## src/rtl/noise_test_top.sv

```systemverilog
// Noise-test stimulus generator: a start edge launches a fixed-length LFSR bit burst on pin_1,
// and a 4-digit BCD count of completed bursts drives four seven-segment displays. Option macro: DIFF_OUT_EN.
module noise_test_top #(
  parameter int          BIT_DIV   = 5,
  parameter int          BURST_LEN = 32,
  parameter logic [15:0] LFSR_SEED = 16'hACE1
) (
  input  logic       clk,
  input  logic       reset,
  input  logic       start,
  output logic       pin_1,
  output logic       pin_2,
  output logic [6:0] HEX0,
  output logic [6:0] HEX1,
  output logic [6:0] HEX2,
  output logic [6:0] HEX3
);

  localparam int DIV_W = (BIT_DIV > 1) ? $clog2(BIT_DIV) : 1;
  localparam int LEN_W = (BURST_LEN > 1) ? $clog2(BURST_LEN) : 1;
  localparam logic [DIV_W-1:0] DIV_LAST = DIV_W'(BIT_DIV - 1);
  localparam logic [LEN_W-1:0] LEN_LAST = LEN_W'(BURST_LEN - 1);
  localparam logic [6:0] SEG_ZERO = 7'b1000000;

  typedef enum logic {IDLE, BURST} state_t;

  state_t state, state_next;

  logic sync_1, sync_2, sync_prev;
  logic start_edge;
  logic [15:0] lfsr, lfsr_next;
  logic [DIV_W-1:0] div_cnt;
  logic [LEN_W-1:0] bit_cnt;
  logic bit_end, burst_end;
  logic launch, finish;
  logic marker;
  logic [3:0][3:0] bcd, bcd_inc;

  function automatic logic [6:0] seg7(input logic [3:0] d);
    case (d)
      4'd0:    seg7 = 7'b1000000;
      4'd1:    seg7 = 7'b1111001;
      4'd2:    seg7 = 7'b0100100;
      4'd3:    seg7 = 7'b0110000;
      4'd4:    seg7 = 7'b0011001;
      4'd5:    seg7 = 7'b0010010;
      4'd6:    seg7 = 7'b0000010;
      4'd7:    seg7 = 7'b1111000;
      4'd8:    seg7 = 7'b0000000;
      4'd9:    seg7 = 7'b0010000;
      default: seg7 = 7'b1111111;
    endcase
  endfunction

  // Two-flop synchronizer plus a third flop remembering the previous synchronized level.
  always_ff @(posedge clk or posedge reset) begin
    if (reset) begin
      sync_1    <= 1'b0;
      sync_2    <= 1'b0;
      sync_prev <= 1'b0;
    end else begin
      sync_1    <= start;
      sync_2    <= sync_1;
      sync_prev <= sync_2;
    end
  end

  assign start_edge = sync_2 & ~sync_prev;
  assign lfsr_next  = {lfsr[0] ^ lfsr[2] ^ lfsr[3] ^ lfsr[5], lfsr[15:1]};
  assign bit_end    = (div_cnt == DIV_LAST);
  assign burst_end  = bit_end && (bit_cnt == LEN_LAST);

  always_ff @(posedge clk or posedge reset) begin
    if (reset) state <= IDLE;
    else       state <= state_next;
  end

  always_comb begin
    state_next = state;
    launch     = 1'b0;
    finish     = 1'b0;
    case (state)
      IDLE: begin
        if (start_edge) begin
          state_next = BURST;
          launch     = 1'b1;
        end
      end
      BURST: begin
        if (burst_end) begin
          state_next = IDLE;
          finish     = 1'b1;
        end
      end
      default: state_next = IDLE;
    endcase
  end

  // Ripple-carry BCD increment; 9999 rolls over to 0000.
  always_comb begin
    logic carry;
    bcd_inc = bcd;
    carry   = 1'b1;
    for (int i = 0; i < 4; i++) begin
      if (carry) begin
        if (bcd[i] == 4'd9) begin
          bcd_inc[i] = 4'd0;
        end else begin
          bcd_inc[i] = bcd[i] + 4'd1;
          carry      = 1'b0;
        end
      end
    end
  end

  // Burst datapath: each bit is held for BIT_DIV cycles, the LFSR advances at the end of every bit.
  always_ff @(posedge clk or posedge reset) begin
    if (reset) begin
      lfsr    <= LFSR_SEED;
      div_cnt <= '0;
      bit_cnt <= '0;
      pin_1   <= 1'b0;
      marker  <= 1'b0;
      bcd     <= '0;
    end else if (launch) begin
      pin_1   <= lfsr[0];
      marker  <= 1'b1;
      div_cnt <= '0;
      bit_cnt <= '0;
    end else if (state == BURST) begin
      if (bit_end) begin
        lfsr    <= lfsr_next;
        div_cnt <= '0;
        if (finish) begin
          pin_1  <= 1'b0;
          marker <= 1'b0;
          bcd    <= bcd_inc;
        end else begin
          bit_cnt <= bit_cnt + LEN_W'(1);
          pin_1   <= lfsr_next[0];
        end
      end else begin
        div_cnt <= div_cnt + DIV_W'(1);
      end
    end
  end

  always_ff @(posedge clk or posedge reset) begin
    if (reset) begin
      HEX0 <= SEG_ZERO;
      HEX1 <= SEG_ZERO;
      HEX2 <= SEG_ZERO;
      HEX3 <= SEG_ZERO;
    end else begin
      HEX0 <= seg7(bcd[0]);
      HEX1 <= seg7(bcd[1]);
      HEX2 <= seg7(bcd[2]);
      HEX3 <= seg7(bcd[3]);
    end
  end

`ifdef DIFF_OUT_EN
  // Differential pair: pin_2 mirrors the inverted noise only while a burst is active.
  assign pin_2 = marker & ~pin_1;
`else
  assign pin_2 = marker;
`endif

endmodule

```

## config.mk

```make
export PLATFORM = sky130hd
export DESIGN_NAME = noise_test_top
export DESIGN_NICKNAME = d
export VERILOG_FILES = /design/src/rtl/noise_test_top.sv
export SDC_FILE = /design/constraint.sdc
export NUM_CORES = 1
export LEC_CHECK = 0
export ABC_AREA = 1
export CAP_MARGIN = 20
export CORE_ASPECT_RATIO = 0.5
export CORE_MARGIN = 2
export CORE_UTILIZATION = 50
export DETAILED_ROUTE_END_ITERATION = 10
export HOLD_SLACK_MARGIN = 0.06
export PLACE_DENSITY = 0.71
export SLEW_MARGIN = 40
export SYNTH_ARGS = -nofsm -noshare
export SYNTH_HDL_FRONTEND = slang
export SYNTH_SLANG_ARGS = --single-unit
```

## constraint.sdc

```tcl
create_clock -name clk -period 2.9 [get_ports clk]
set_input_delay 0.29 -clock clk [delete_from_list [all_inputs] [get_ports clk]]
set_output_delay 0.29 -clock clk [all_outputs]
set_load 0.02 [all_outputs]
```

==> impl_metrics.yaml <==
outcome:
  outcome: "complete, no violations"
finish:
  layout-drive-gt1-share_pct: 11.7
  final_cell_mix: "nand2_1 (93), dfrtp_1 (62), o21ai_0 (53), inv_1 (35), clkdlybuf4s50_1 (32)"
  postLayoutCellArea_um2: 4260
  layout.nets: 442
  mostFrequentLayoutCell: "nand2_1"
  n_antenna_cell: 0
  fill_cells: 525
  syn_to_final_growth_pct: 21.4
floorplan:
  ios: 33
  core_um2: 6750
  die_h_um: 63.3
  rows: 21
  initial_core_util_pct: 52.0
  die_width_um: 123
  die_area_um2: 7750
setup_path:
  crit_path_end_kind: "flop"
  cp_slowest_stage_delay_ns: 0.42
  worst-setup-path-type: "reg -> reg"
  cp.required_ns: 3.12
  cp_slowest_cell: "dfrtp_1"
  arrival_ns: 2.30
  worstPathCellList: "ha_1 > nand2_1 > nor2_1 > ha_1 > inv_1 > nor2_2 > nand3_2 > nand2_1 > o21ai_1"
  path_buf_inv: 1
  crit_path_start_kind: "flop"
  critPathTopFamily: "simple AND/OR/NAND/NOR gates"
  crit_fanout: 11
route:
  ant_nets: 0
  routed_wl_mm: 6.49
  vias: 2614
  drt_iter0_markers: 162
  drcViolationCount: 0
  wl_per_cell_um: 12.7
  vias_per_cell: 5.11
  firstDrtPassIters: 4
cts:
  post_cts_resized: 0
  htreeDepth: 3
  cts.sinks: 74
  clk_path_buf_depth: 2
  cts_tree: "built"
  numCtsBuffers: 9
  cts.clk_slew.worst_paths_ns: 0.06
  postCtsSetupRepairBufs: 0
  clk_latency_ns: 0.34
  cts_root_buffer: "clkbuf_16"
  cts_hold_buf: 0
worst_hold_path:
  hp-class: "in -> async"
yosys:
  syn_nets: 406
  syn-cell-area_um2: 3510
  synth-edff-count: 0
  async_reset_ff_share_pct: 100
  synthFlopType: "dfrtp_1"
  syn-instance-count: 379
  syn_area_per_cell_um2: 9.27
  synth_cell_types: 30
  ys_seq_area_share_pct: 53.1
  ys_ff_latch: 74
  ys_warn_count: 0
sta:
  maxSlewHeadroom_pct: 62.7
  fmax_ghz: 0.483
  min_period_over_period_pct: 71.5
  setup_viol: 0
  fin_skew_ns: 0.00693
  fin_ws_ns: 0.828
  rsz0062_at_grt: "no"
  hold_viol: 0
  drv_slew: 0
  min_period_ns: 2.07
  tns_ns: 0
  worstMarginPinSlew_ns: 0.554
placement:
  port_buffers: 32
  dpl-instance-area_um2: 3910
  post-dp-hpwl_mm: 4.52
  gp_congestion: 0.875
  pre_cts_ws_ns: 0.865
global_route:
  grt_max_degree: 75
  grt_pass1_wl_mm: 11.4
  gr-total-overflow: 0
  antenna_found_initial: 0
  grt_usage_pct: 19.1
  grt_pass1_vias: 2605
power:
  p_leak_nw: 2.15
  ir_drop_mv: 0.307
  powerDensity_nw_per_um2: 630
run:
  drv_cap: 0
final timing paths:
| path | start | endpoint | slack [ns] | cells past startpoint |
|---|---|---|---|---|
| max | bit_cnt[0] | bcd[12] | 0.83 | 9 |
| min | reset | bcd[5] | 0.33 | 3 |
| max reg2reg | bit_cnt[0] | bcd[12] | 0.83 | 9 |
| min reg2reg | sync_1 | sync_2 | 0.36 | 0 |
| max in group asynchronous | reset | lfsr[11] | 2.21 | 3 |
| min in group clk | sync_1 | sync_2 | 0.36 | 0 |
state kept, by name, indices dropped and copies added, names as in the netlist:
signal	flops
HEX0	7
HEX1	7
HEX2	7
HEX3	7
bcd	16
bit_cnt	5
div_cnt	3
lfsr	16
pin_1	1
pin_2	1
state	1
sync_1	1
sync_2	1
sync_prev	1
kinds of logic (layout without fill, tap and decap cells):
logic type	count (synthesis)	after routing	synth area share [%]
simple gates	162	162	21.4
flops	74	74	53.1
compound gates	65	65	9.44
buf+inv	48	89	5.95
fa+ha+maj	24	24	8.55
xor+xnor	6	6	1.50
report_power, final:
group	internal (W)	switching [W]
Clock	0.000864	0.000429
Sequential	0.00108	0.0000464
Combinational	0.0000888	0.000177
Total	0.00204	0.000652
synthesized netlist by cell type (3+ instances only):
master / instances / area [um^2]
nor2_1: 20 / 75.1
o21ai_0: 53 / 265
xor2_1: 4 / 35.0
nand4_1: 5 / 31.3
nand3_1: 26 / 130
nor3_1: 3 / 15.0
or2_2: 3 / 18.8
inv_1: 36 / 135
buf_4: 3 / 22.5
dfstp_2: 12 / 315
o21ai_1: 4 / 20.0
dfrtp_1: 62 / 1550
a21oi_1: 5 / 25.0
nand2_1: 93 / 349
inv_2: 3 / 11.3
ha_1: 24 / 300
layout make-up:
class | count | area [um^2] | area share (%)
well taps | 92 | 115 | 2.70
clock inverters | 6 | 114 | 2.67
multi-input cells | 257 | 1440 | 33.7
clock buffers | 10 | 239 | 5.60
repair buffers | 33 | 340 | 7.98
inverters | 40 | 151 | 3.55
flip-flops and latches | 74 | 1870 | 43.8
per-layer routing:
layer,part of all wire (%),global-route usage [%]
met5,0,0
met4,1.2,5.17
met3,3.4,8.42
met2,51,32.8
met1,45,21.7
tightest hold or removal path: stages:
cell	delay (ns)
clkdlybuf4s50_1	0.41
inv_2	0.07
buf_12	0.31
stage by stage:
stage / hold slack [ns] / std cells / power (W) / util, %
2_1_floorplan: 0.321 / 379 / 0.00136 / -
3_3_place_gp: 0.334 / 496 / 0.00139 / 57.9
3_5_place_dp: 0.351 / 496 / 0.00142 / 57.9
4_1_cts: 0.358 / 512 / 0.00271 / 63.1
5_1_grt: 0.375 / 512 / 0.00281 / 63.1
6_report: 0.331 / 512 / 0.00269 / 63.1
No activity file was read; power rests on OpenSTA's default activity.
